## src/rtl/instr_prefetch_if.sv

```systemverilog
// rtl/instr_prefetch_if.sv - instruction memory read bus (req/ack) between prefetch queue and memory
interface instr_prefetch_if #(
    parameter int ADDR_W = 16,
    parameter int DATA_W = 16
);
    logic              mem_req;
    logic [ADDR_W-1:0] mem_addr;
    logic              mem_ack;
    logic [DATA_W-1:0] mem_rdata;

    modport master (output mem_req, mem_addr, input mem_ack, mem_rdata);
    modport slave  (input mem_req, mem_addr, output mem_ack, mem_rdata);
endinterface

```

## src/rtl/instr_prefetch.sv

```systemverilog
// rtl/instr_prefetch.sv - instruction prefetch queue tracking cpu pc; optional PREFETCH_FLUSH_CNT_EN adds flush_count
module instr_prefetch #(
    parameter int DEPTH  = 4,
    parameter int ADDR_W = 16,
    parameter int DATA_W = 16
) (
    input  logic               clk,
    input  logic               reset,
    input  logic [ADDR_W-1:0]  pc,
    output logic [DATA_W-1:0]  instruction,
    output logic               instr_valid,
    instr_prefetch_if.master   mem
`ifdef PREFETCH_FLUSH_CNT_EN
    ,
    output logic [15:0]        flush_count
`endif
);
    localparam int PW = $clog2(DEPTH);
    localparam int CW = PW + 1;
    localparam logic [CW-1:0]     DEPTH_C = CW'(DEPTH);
    localparam logic [ADDR_W-1:0] ONE     = ADDR_W'(1);

    typedef enum logic [1:0] {IDLE, REQ, DROP} state_t;

    state_t            state, state_n;
    logic [ADDR_W-1:0] q_addr [DEPTH];
    logic [DATA_W-1:0] q_word [DEPTH];
    logic [PW-1:0]     rd_ptr, wr_ptr;
    logic [CW-1:0]     count, count_n;
    logic [ADDR_W-1:0] fptr, fptr_n, head_addr, addr_n;
    logic              req_n, flush, pop, push;

    assign head_addr   = q_addr[rd_ptr];
    assign instr_valid = (count != '0) && (head_addr == pc);
    assign instruction = instr_valid ? q_word[rd_ptr] : '0;

    // With an empty queue, a pc already being fetched is not a jump.
    always_comb begin
        flush = 1'b0;
        pop   = 1'b0;
        if (count != '0) begin
            if (head_addr != pc) begin
                if (pc == head_addr + ONE) pop = 1'b1;
                else                       flush = 1'b1;
            end
        end else begin
            flush = (pc != fptr) && !((state == REQ) && (pc == mem.mem_addr));
        end
        push    = (state == REQ) && mem.mem_ack && !flush;
        count_n = flush ? '0 : count + CW'(push) - CW'(pop);
        fptr_n  = flush ? pc : (push ? fptr + ONE : fptr);
    end

    always_comb begin
        state_n = state;
        req_n   = mem.mem_req;
        addr_n  = mem.mem_addr;
        case (state)
            IDLE: begin
                if (count_n < DEPTH_C) begin
                    state_n = REQ;
                    req_n   = 1'b1;
                    addr_n  = fptr_n;
                end
            end
            REQ: begin
                if (mem.mem_ack) begin
                    if (!flush && (count_n < DEPTH_C)) begin
                        addr_n = fptr_n;
                    end else begin
                        state_n = IDLE;
                        req_n   = 1'b0;
                    end
                end else if (flush) begin
                    state_n = DROP;
                end
            end
            DROP: begin
                // The abandoned word arrives; restart straight from the new fetch pointer.
                if (mem.mem_ack) begin
                    if (count_n < DEPTH_C) begin
                        state_n = REQ;
                        req_n   = 1'b1;
                        addr_n  = fptr_n;
                    end else begin
                        state_n = IDLE;
                        req_n   = 1'b0;
                    end
                end
            end
            default: begin
                state_n = IDLE;
                req_n   = 1'b0;
            end
        endcase
    end

    always_ff @(posedge clk or posedge reset) begin
        if (reset) begin
            state        <= IDLE;
            mem.mem_req  <= 1'b0;
            mem.mem_addr <= '0;
            count        <= '0;
            fptr         <= '0;
            rd_ptr       <= '0;
            wr_ptr       <= '0;
        end else begin
            state        <= state_n;
            mem.mem_req  <= req_n;
            mem.mem_addr <= addr_n;
            count        <= count_n;
            fptr         <= fptr_n;
            if (flush) begin
                rd_ptr <= '0;
                wr_ptr <= '0;
            end else begin
                if (push) wr_ptr <= wr_ptr + PW'(1);
                if (pop)  rd_ptr <= rd_ptr + PW'(1);
            end
        end
    end

    always_ff @(posedge clk) begin
        if (push) begin
            q_addr[wr_ptr] <= mem.mem_addr;
            q_word[wr_ptr] <= mem.mem_rdata;
        end
    end

`ifdef PREFETCH_FLUSH_CNT_EN
    always_ff @(posedge clk or posedge reset) begin
        if (reset)
            flush_count <= '0;
        else if (flush && (flush_count != 16'hFFFF))
            flush_count <= flush_count + 16'd1;
    end
`endif
endmodule

```

## src/flat_wrapper.sv

```systemverilog
// flat-port wrapper written by rule: the top's interface ports become plain ports
module instr_prefetch_flat 
#(
    parameter int DEPTH  = 4,
    parameter int ADDR_W = 16,
    parameter int DATA_W = 16
)
  (clk, reset, pc, instruction, instr_valid, mem_mem_req, mem_mem_addr, mem_mem_ack, mem_mem_rdata);
  instr_prefetch_if #(.ADDR_W(ADDR_W), .DATA_W(DATA_W)) mem_i ();
  input  logic clk;
  input  logic reset;
  input  logic [ADDR_W-1:0] pc;
  output logic [DATA_W-1:0] instruction;
  output logic instr_valid;
  output wire logic [$bits(mem_i.mem_req)-1:0] mem_mem_req;
  output wire logic [$bits(mem_i.mem_addr)-1:0] mem_mem_addr;
  input wire logic [$bits(mem_i.mem_ack)-1:0] mem_mem_ack;
  input wire logic [$bits(mem_i.mem_rdata)-1:0] mem_mem_rdata;
  assign mem_mem_req = mem_i.mem_req;
  assign mem_mem_addr = mem_i.mem_addr;
  assign mem_i.mem_ack = mem_mem_ack;
  assign mem_i.mem_rdata = mem_mem_rdata;
  instr_prefetch #(.DEPTH(DEPTH), .ADDR_W(ADDR_W), .DATA_W(DATA_W)) u_core (.clk(clk), .reset(reset), .pc(pc), .instruction(instruction), .instr_valid(instr_valid), .mem(mem_i));
endmodule
```

## config.mk

```make
export PLATFORM = sky130hd
export DESIGN_NAME = instr_prefetch_flat
export DESIGN_NICKNAME = d
export VERILOG_FILES = /design/src/rtl/instr_prefetch_if.sv /design/src/rtl/instr_prefetch.sv /design/src/flat_wrapper.sv
export SDC_FILE = /design/constraint.sdc
export NUM_CORES = 1
export LEC_CHECK = 0
export ABC_CLOCK_PERIOD_IN_PS = 9200
export CORE_UTILIZATION = 40
export DETAILED_ROUTE_END_ITERATION = 7
export GPL_TIMING_DRIVEN = 0
export SLEW_MARGIN = 20
export SYNTH_ARGS = -nofsm -noshare
export SYNTH_HDL_FRONTEND = slang
export SYNTH_SLANG_ARGS = --single-unit
```

## constraint.sdc

```tcl
create_clock -name clk -period 9.2 [get_ports clk]
set_input_delay 1.84 -clock clk [delete_from_list [all_inputs] [get_ports clk]]
set_output_delay 1.84 -clock clk [all_outputs]
set_load 0.02 [all_outputs]
```

==> impl_metrics.json, run 1 <==
{
  "wl_per_cell_um": 20.0,
  "cts_buffers": 17,
  "netlist_area_sq_um": 7970,
  "peakVddDrop_mv": 0.143,
  "grt_pass1_wl_um": 27100,
  "crit_chain": "clkdlybuf4s50_1 > xor2_1 > or4_1 > a2111oi_2 > nand3_1 > or2_2 > clkbuf_1 > clkbuf_1 > nor2b_1 > clkdlybuf4s50_1",
  "cts_sinks": 170,
  "grt_usage_pct": 18.3,
  "crit_path_end_kind": "primary output",
  "worstMarginPinSlew_ps": 906,
  "clkTransAtPathRegs_ps": 60,
  "ys_async_sr_fraction_pct": 24.7,
  "vias": 4581,
  "skew_ps": 8.99,
  "routed_wl_um": 17500,
  "drive_above_1_share_pct": 19.1,
  "hp-class": "flip-flop to flip-flop",
  "setup_viol_count_final": 0,
  "relSlewSlack_pct": 39.6,
  "dp.cells": 844,
  "clockRootBuffer": "clkbuf_16",
  "insertion_delay_ps": 430,
  "start_util_pct": 40.8,
  "fin_setup_tns_ps": 0,
  "drtAntennaViolNets": 0,
  "grt_pass1_vias": 4731,
  "ys.flop_type": "edfxtp_1",
  "syn_inst": 512,
  "critPathMaxFanout": 10,
  "holdWs_ps": 546,
  "yosys.area.top_type": "edfxtp_1",
  "die_w_um": 143,
  "required_ps": 7360,
  "cts_buffer_depth": 2,
  "worst-path-buf-inv": 4,
  "status": "completed",
  "final_util_pct": 49.0,
  "cts_resized": 0,
  "antenna_cells": 0,
  "finalCritPeriodShare_pct": 79.4,
  "slew_violations": 0,
  "synth_seq_cells": 170,
  "powerDensity_nw_per_um2": 213,
  "hpwl_um": 12500,
  "core_sq_um": 19500,
  "nFillCells": 1674,
  "ys_seq_area_share_pct": 61.4,
  "cap_viol_max_count": 0,
  "antenna_found_initial": 0,
  "finalHoldViolations": 0,
  "syn_nets": 556,
  "yosysWarningCount": 0,
  "fin_cells": 876,
  "die_area_sq_um": 20500,
  "nNetsFinal": 642,
  "synth_edf_count": 128,
  "hold_buffers": 0,
  "drt_iter0_drc": 337,
  "grt_overflow": 0,
  "fp-row-count": 51,
  "netlist-cell-type-count": 54,
  "rsz0062_at_grt": "no",
  "max_freq_mhz": 137,
  "drc": 0,
  "drt_first_pass_iters": 4,
  "ios": 69,
  "min_period_ps": 7310,
  "worst-setup-path-type": "input pin to primary output",
  "yosys-top-cells-area": "edfxtp_1, dfrtp_1, mux4_2",
  "die_h_um": 143,
  "grt_max_degree": 27,
  "synth_top_area_share_pct": 48.2,
  "place_congestion": 0.886,
  "cp_top_family": "buffers and inverters",
  "vias_per_cell": 5.23,
  "cts_setup_buffers": 0,
  "numPortBuffers": 62,
  "cp-start-kind": "input pin",
  "htreeDepth": 4,
  "fin_total_pwr_w": 0.00204,
  "area_growth_pct": 20.1,
  "worst_path_largest_cell_delay_ps": 630,
  "cts_tree": "done",
  "cpMaxStageDelayCell": "clkdlybuf4s50_1",
  "arrival_ps": 5470,
  "p_leak_nw": 3.23,
  "syn_avg_cell_area_sq_um": 15.6
}
==> registers in the layout, indices dropped and copies added, names as in the netlist <==
name,count
u_core.q_addr,64
u_core.q_word,64
u_core.fptr,16
u_core.mem.mem_addr,16
u_core.count,3
u_core.rd_ptr,2
u_core.state,2
u_core.wr_ptr,2
u_core.mem.mem_req,1
==> worst paths after layout <==
path,from,end,slack (ps),cells after the start
max,pc[10],instruction[13],1890,10
min,u_core.state[0]$_DFFE_PP0P_,u_core.state[0]$_DFFE_PP0P_,550,1
max reg2reg,u_core.rd_ptr[1]$_DFFE_PP0P_,u_core.mem.mem_addr[15]$_DFFE_PP0P_,3120,21
min reg2reg,u_core.state[0]$_DFFE_PP0P_,u_core.state[0]$_DFFE_PP0P_,550,1
max in group asynchronous,reset,u_core.mem.mem_addr[15]$_DFFE_PP0P_,6970,3
min in group asynchronous,reset,u_core.mem.mem_addr[1]$_DFFE_PP0P_,1730,2
==> layer usage <==
metal / GRT usage (%) / up-vias / routed length (um)
li1: - / 2121 / -
met1: 24.3 / 2363 / 7940
met2: 30.2 / 78 / 8840
met3: 3.09 / 19 / 492
met4: 6.51 / 0 / 248
met5: 0 / - / 0
==> kinds of logic (layout without fill, tap and decap cells) <==
| kind of cell | Yosys count | after routing | share of synthesized area [%] |
|---|---|---|---|
| buffers and inverters | 35 | 134 | 2.37 |
| AO/OA/AOI/OAI | 32 | 32 | 2.76 |
| XOR/XNOR | 71 | 71 | 7.80 |
| multiplexers | 67 | 67 | 14.7 |
| flip-flops | 170 | 170 | 61.4 |
| adder cells (fa/ha/maj) | 9 | 9 | 1.51 |
| AND/OR/NAND/NOR | 128 | 128 | 9.39 |
==> power by group <==
group / internal [W] / leakage [nW] / switching (W)
combinational: 0.000202 / 1.32 / 0.000172
sequential: 0.000915 / 1.66 / 0.0000928
clock: 0.000352 / 0.255 / 0.000305
total: 0.00147 / 3.23 / 0.000570
==> cells in the final DEF, fill, tap and decap left out, types with 6 or more instances in the layout <==
cell / count
edfxtp_1: 128
clkdlybuf4s50_1: 62
dfrtp_1: 42
xnor2_1: 41
xor2_1: 30
mux4_2: 26
mux2_2: 25
nor2b_1: 21
nand2_1: 18
clkbuf_16: 17
clkbuf_1: 15
nor2_1: 14
nand3_1: 11
nand4_1: 11
inv_1: 10
mux2_4: 10
a21oi_1: 8
ha_1: 8
nor3_1: 7
buf_12: 7
and3_1: 6
mux4_1: 6
and2_1: 6
and4_1: 6
o21ai_0: 6
==> metrics by stage <==
| stage | worst slack [ps] | area, sq um |
|---|---|---|
| 2_1_floorplan | 3320 | 7970 |
| 3_3_place_gp | 1920 | 8920 |
| 3_5_place_dp | 1900 | 9030 |
| 4_1_cts | 1830 | 9570 |
| 5_1_grt | 1670 | 9570 |
| 6_report | 1890 | 9570 |
==> cells in the mapped netlist, drive strengths merged (2+ instances only) <==
cell and n:
a211oi 4, a21oi 8, a311oi 2, a31oi 5, and2 7, and3 10
and4 7, buf 12, clkbuf 12, dfrtp 42, edfxtp 128, ha 8
inv 11, mux2 35, mux4 32, nand2 18, nand2b 3, nand3 12
nand3b 2, nand4 12, nor2 14, nor2b 21, nor3 7, nor4 5
o21ai 6, o31ai 2, or2 2, or4 2, xnor2 41, xor2 30
==> final cells by class <==
class	instances	area (sq um)	area share [%]
flip-flops and latches	170	4890	51.2
multi-input cells	307	2890	30.2
repair buffers	67	721	7.53
clock buffers	20	437	4.56
well taps	265	332	3.47
plain buffers	24	148	1.54
clock inverters	12	104	1.09
inverters	11	41.3	0.432
(Power assumes the default switching activity.)
==> run 2: changes to the inputs <==
- ABC_CLOCK_PERIOD_IN_PS: 9200 -> 6300
- clock period: 9.2 -> 6.3 ns (I/O delays scaled with it)
==> impl_metrics.json, run 2 (synthesis results as in run 1) <==
{
  "status": "completed",
  "holdWs_ps": 548,
  "met3_usage_pct": 3.09,
  "reg2reg_setup_slack_ps": 450,
  "skew_ps": 6.37,
  "wl_per_cell_um": 20.1,
  "multiInputGateArea_sq_um": 2920,
  "critPathMaxFanout": 10,
  "antenna_found_initial": 0,
  "grt_max_degree": 27,
  "p_leak_nw": 3.25,
  "grtUsageMet1_pct": 24.3,
  "place_congestion": 0.886,
  "seq_area_sq_um": 4890,
  "insertion_delay_ps": 430,
  "nNetsFinal": 642,
  "core_sq_um": 19500,
  "nFillCells": 1671,
  "routed_wl_um": 17600,
  "drive_above_1_share_pct": 19.6,
  "fp-row-count": 51,
  "htreeDepth": 4,
  "cp-start-kind": "input pin",
  "fin_area_sq_um": 9600,
  "antenna_cells": 0,
  "peakVddDrop_mv": 0.208,
  "top_regs": "u_core.q_addr: 64 flops, u_core.q_word: 64 flops",
  "use_met2_pct": 30.2,
  "worst-setup-path-type": "input pin to primary output",
  "powerDensity_nw_per_um2": 310,
  "required_ps": 5040,
  "finalCritPeriodShare_pct": 96.3,
  "mostFrequentLayoutCells": "edfxtp_1, clkdlybuf4s50_1, dfrtp_1",
  "numPortBuffers": 62,
  "crit_chain": "clkdlybuf4s50_1 > xor2_1 > or4_1 > a2111oi_4 > nand3_1 > or2_2 > clkbuf_1 > clkbuf_1 > nor2b_1 > clkdlybuf4s50_1",
  "crit_path_end_kind": "primary output",
  "drt_iter0_drc": 337,
  "grt_overflow": 0,
  "grt_pass1_vias": 4731,
  "grt-busiest-layer": "met2",
  "hpwl_um": 12500,
  "drt_first_pass_iters": 4,
  "cts_buffers": 17,
  "start_util_pct": 40.8,
  "worst_path_largest_cell_delay_ps": 630,
  "grt_pass1_wl_um": 27100,
  "drtAntennaViolNets": 0,
  "rsz0062_at_grt": "no",
  "cts_sinks": 170,
  "vias": 4576,
  "max_freq_mhz": 165,
  "grt_usage_pct": 18.3,
  "cts_tree": "done",
  "ios": 69,
  "vias_per_cell": 5.22,
  "slew_violations": 0,
  "worstMarginPinSlew_ps": 908,
  "worst-path-buf-inv": 4,
  "relSlewSlack_pct": 39.5,
  "cpMaxStageDelayCell": "clkdlybuf4s50_1",
  "area_growth_pct": 20.4,
  "drc": 0,
  "die_w_um": 143,
  "cts_setup_buffers": 0,
  "layout_commonest_cell": "edfxtp_1",
  "cp_top_family": "buffers and inverters",
  "finalHoldViolations": 0,
  "min_period_ps": 6070,
  "cts_buffer_depth": 2,
  "clockRootBuffer": "clkbuf_16",
  "cap_viol_max_count": 0,
  "die_area_sq_um": 20500,
  "hp-class": "flip-flop to flip-flop",
  "die_h_um": 143,
  "setup_ws_ps": 235,
  "place_area_sq_um": 9030,
  "clkTransAtPathRegs_ps": 60,
  "setup_viol_count_final": 0,
  "arrival_ps": 4810,
  "pre_cts_slack_ps": -261
}
## run 2: cell counts in the layout (fill, tap and decap cells not counted)
No cell type changed its count.
## run 2: repair_timing
item                       CTS  global route
gates resized for setup      0             4
setup endpoints to repair    0            25
hold buffers                 0             0
## run 2: per-stage QoR
step / util (%) / cells / total power, W / setup TNS [ps]
2_1_floorplan: - / 512 / 0.00179 / 0
3_3_place_gp: 45.7 / 839 / 0.00203 / -2260
3_5_place_dp: 46.2 / 844 / 0.00205 / -2990
5_1_grt: 49.2 / 876 / 0.00309 / 0
6_report: 49.2 / 876 / 0.00298 / 0
4_1_cts: 49.0 / 876 / 0.00300 / 0
## run 2: power by group
group / internal, W / switching, W
Combinational: 0.000296 / 0.000252
Clock: 0.000514 / 0.000444
Sequential: 0.00134 / 0.000134
Total: 0.00215 / 0.000831
## run 2: per-layer routing
metal  part of all wire (%)  up-vias
li1                       -     2119
met4                    1.7        0
met3                    3.4       20
met1                     44     2348
met2                     51       89
met5                      0        -
## run 2: final cells by class
class / instances / area share [%]
clock inverter: 12 / 1.08
multi-input combinational: 307 / 30.4
sequential: 170 / 51.0
inverter: 11 / 0.430
clock buffer: 20 / 4.55
tap: 265 / 3.45
timing repair buffer: 67 / 7.51
buffer: 24 / 1.54
## run 2: worst paths after layout
check,startpoint,end,cells after the start
worst max-delay path,pc[10],instruction[13],10
worst min-delay path,u_core.state[0]$_DFFE_PP0P_,u_core.state[0]$_DFFE_PP0P_,1
worst max register to register,u_core.rd_ptr[1]$_DFFE_PP0P_,u_core.mem.mem_addr[3]$_DFFE_PP0P_,21
worst min register to register,u_core.state[0]$_DFFE_PP0P_,u_core.state[0]$_DFFE_PP0P_,1
max in group asynchronous,reset,u_core.mem.mem_addr[15]$_DFFE_PP0P_,3
min in group asynchronous,reset,u_core.fptr[1]$_DFF_PP0_,2
==> run 3: changes to the inputs <==
- CORE_MARGIN: default -> 10
==> impl_metrics.json, run 3 (synthesis results as in run 1) <==
{
  "place_area_sq_um": 9030,
  "fp-row-count": 51,
  "r2r_end": "u_core.mem.mem_addr[1]$_DFFE_PP0P_",
  "drt_first_pass_iters": 4,
  "p_leak_nw": 3.25,
  "layout_commonest_cell": "edfxtp_1",
  "relSlewSlack_pct": 41.0,
  "seq_area_sq_um": 4890,
  "slew_violations": 0,
  "cts_resized": 0,
  "finalCritPeriodShare_pct": 94.8,
  "cts_tree": "done",
  "nNetsFinal": 640,
  "finalHoldViolations": 0,
  "grt_max_degree": 29,
  "setup_viol_count_final": 0,
  "reg2reg_setup_slack_ps": 710,
  "status": "completed",
  "hp-start": "u_core.state[0]$_DFFE_PP0P_",
  "cts_buffer_depth": 2,
  "routed_wl_um": 18000,
  "cts_setup_buffers": 0,
  "hold_path_depth": 1,
  "start_util_pct": 40.8,
  "nFillCells": 1712,
  "pre_cts_slack_ps": -230,
  "worst-setup-path-type": "input pin to primary output",
  "rr_worst_depth": 21,
  "critPathMaxFanout": 17,
  "reg2reg_from": "u_core.rd_ptr[1]$_DFFE_PP0P_",
  "cp-start-kind": "input pin",
  "die_h_um": 161,
  "place_congestion": 0.836,
  "top_regs": "u_core.q_addr: 64 flops, u_core.q_word: 64 flops",
  "drt_iter0_drc": 257,
  "max_freq_mhz": 167,
  "final_util_pct": 49.1,
  "vias": 4554,
  "peakVddDrop_mv": 0.170,
  "antenna_cells": 0,
  "cap_viol_max_count": 0,
  "min_period_ps": 5970,
  "drtAntennaViolNets": 0,
  "drc": 0,
  "rsz0062_at_grt": "no",
  "cts_buffers": 17,
  "wl_per_cell_um": 20.6,
  "vias_per_cell": 5.21,
  "grt_pass1_vias": 4902,
  "crit_path_end_kind": "primary output",
  "hpwl_um": 13100,
  "grt_overflow": 0,
  "clkTransAtPathRegs_ps": 70,
  "die_w_um": 161,
  "worstMarginPinSlew_ps": 885,
  "powerDensity_nw_per_um2": 314,
  "htreeDepth": 4,
  "clockRootBuffer": "clkbuf_16",
  "ios": 69,
  "area_growth_pct": 20.3,
  "skew_ps": 8.55,
  "antenna_found_initial": 0,
  "die_area_sq_um": 26000,
  "insertion_delay_ps": 430,
  "fin_area_sq_um": 9580,
  "drive_above_1_share_pct": 19.7,
  "grt_usage_pct": 14.4,
  "required_ps": 5040,
  "hold_buffers": 0,
  "core_sq_um": 19500,
  "arrival_ps": 4710,
  "cts_sinks": 170,
  "setup_ws_ps": 327,
  "hp-class": "flip-flop to flip-flop",
  "grt_pass1_wl_um": 28700,
  "mostFrequentLayoutCells": "edfxtp_1, clkdlybuf4s50_1, dfrtp_1",
  "multiInputGateArea_sq_um": 2900,
  "numPortBuffers": 62,
  "holdPathEnd": "u_core.state[0]$_DFFE_PP0P_"
}
## run 3: cell types whose count changed in the layout (fill, tap and decap cells not counted)
cell | previous run | this run
a2111oi_2 | 0 | 1
a2111oi_4 | 1 | 0
a21oi_1 | 7 | 8
a21oi_2 | 1 | 0
clkbuf_1 | 15 | 11
clkinv_2 | 0 | 1
clkinv_4 | 3 | 0
clkinv_8 | 0 | 1
clkinvlp_4 | 3 | 2
inv_6 | 5 | 8
inv_8 | 1 | 2
xnor2_1 | 39 | 40
xnor2_2 | 2 | 1
## run 3: power by group
group / switching, W / internal (W) / total (W) / leakage [nW]
sequential: 0.000134 / 0.00134 / 0.00147 / 1.66
combinational: 0.000254 / 0.000295 / 0.000550 / 1.33
clock: 0.000467 / 0.000522 / 0.000989 / 0.270
## run 3: metal layers
layer / GRT usage (%) / routed length, um
met5: 0 / 0
met4: 5.05 / 232
met3: 3.41 / 627
met2: 23.7 / 9190
met1: 18.1 / 7960
## run 3: worst max-delay path, cell delays in order
cell and delay [ps]:
clkdlybuf4s50_1 540, xor2_1 250, or4_1 520, a2111oi_2 360
nand3_1 210, or2_2 310, clkbuf_1 370, nor2b_1 240
clkdlybuf4s50_1 630
## run 3: cell type report
type / count / area share (%)
Clock buffer: 18 / 4.48
Clock inverter: 14 / 1.34
Timing Repair Buffer: 67 / 7.52
Multi-Input combinational cell: 307 / 30.2
Inverter: 11 / 0.431
Buffer: 22 / 1.46
Tap cell: 265 / 3.46
Sequential cell: 170 / 51.1
## run 3: per-stage QoR
stage | cells | power (W) | TNS, ps | hold slack [ps]
3_3_place_gp | 839 | 0.00204 | -2540 | 513
6_report | 874 | 0.00301 | 0 | 543
3_5_place_dp | 844 | 0.00205 | -2540 | 542
5_1_grt | 874 | 0.00314 | 0 | 578
4_1_cts | 876 | 0.00304 | 0 | 544
2_1_floorplan | 512 | 0.00179 | 0 | 485
## run 3: worst max-delay path by stage
stage | start | endpoint | slack [ps] | depth (start not counted)
4_1_cts | pc[10] | u_core.mem.mem_addr[1]$_DFFE_PP0P_ | 180 | 19
6_report | pc[10] | instruction[2] | 330 | 9
3_5_place_dp | pc[10] | u_core.mem.mem_addr[2]$_DFFE_PP0P_ | -230 | 19
3_3_place_gp | pc[10] | u_core.mem.mem_addr[1]$_DFFE_PP0P_ | -230 | 19
5_1_grt | pc[10] | instruction[2] | 60 | 9
2_1_floorplan | pc[1] | u_core.mem.mem_addr[0]$_DFFE_PP0P_ | 1000 | 19
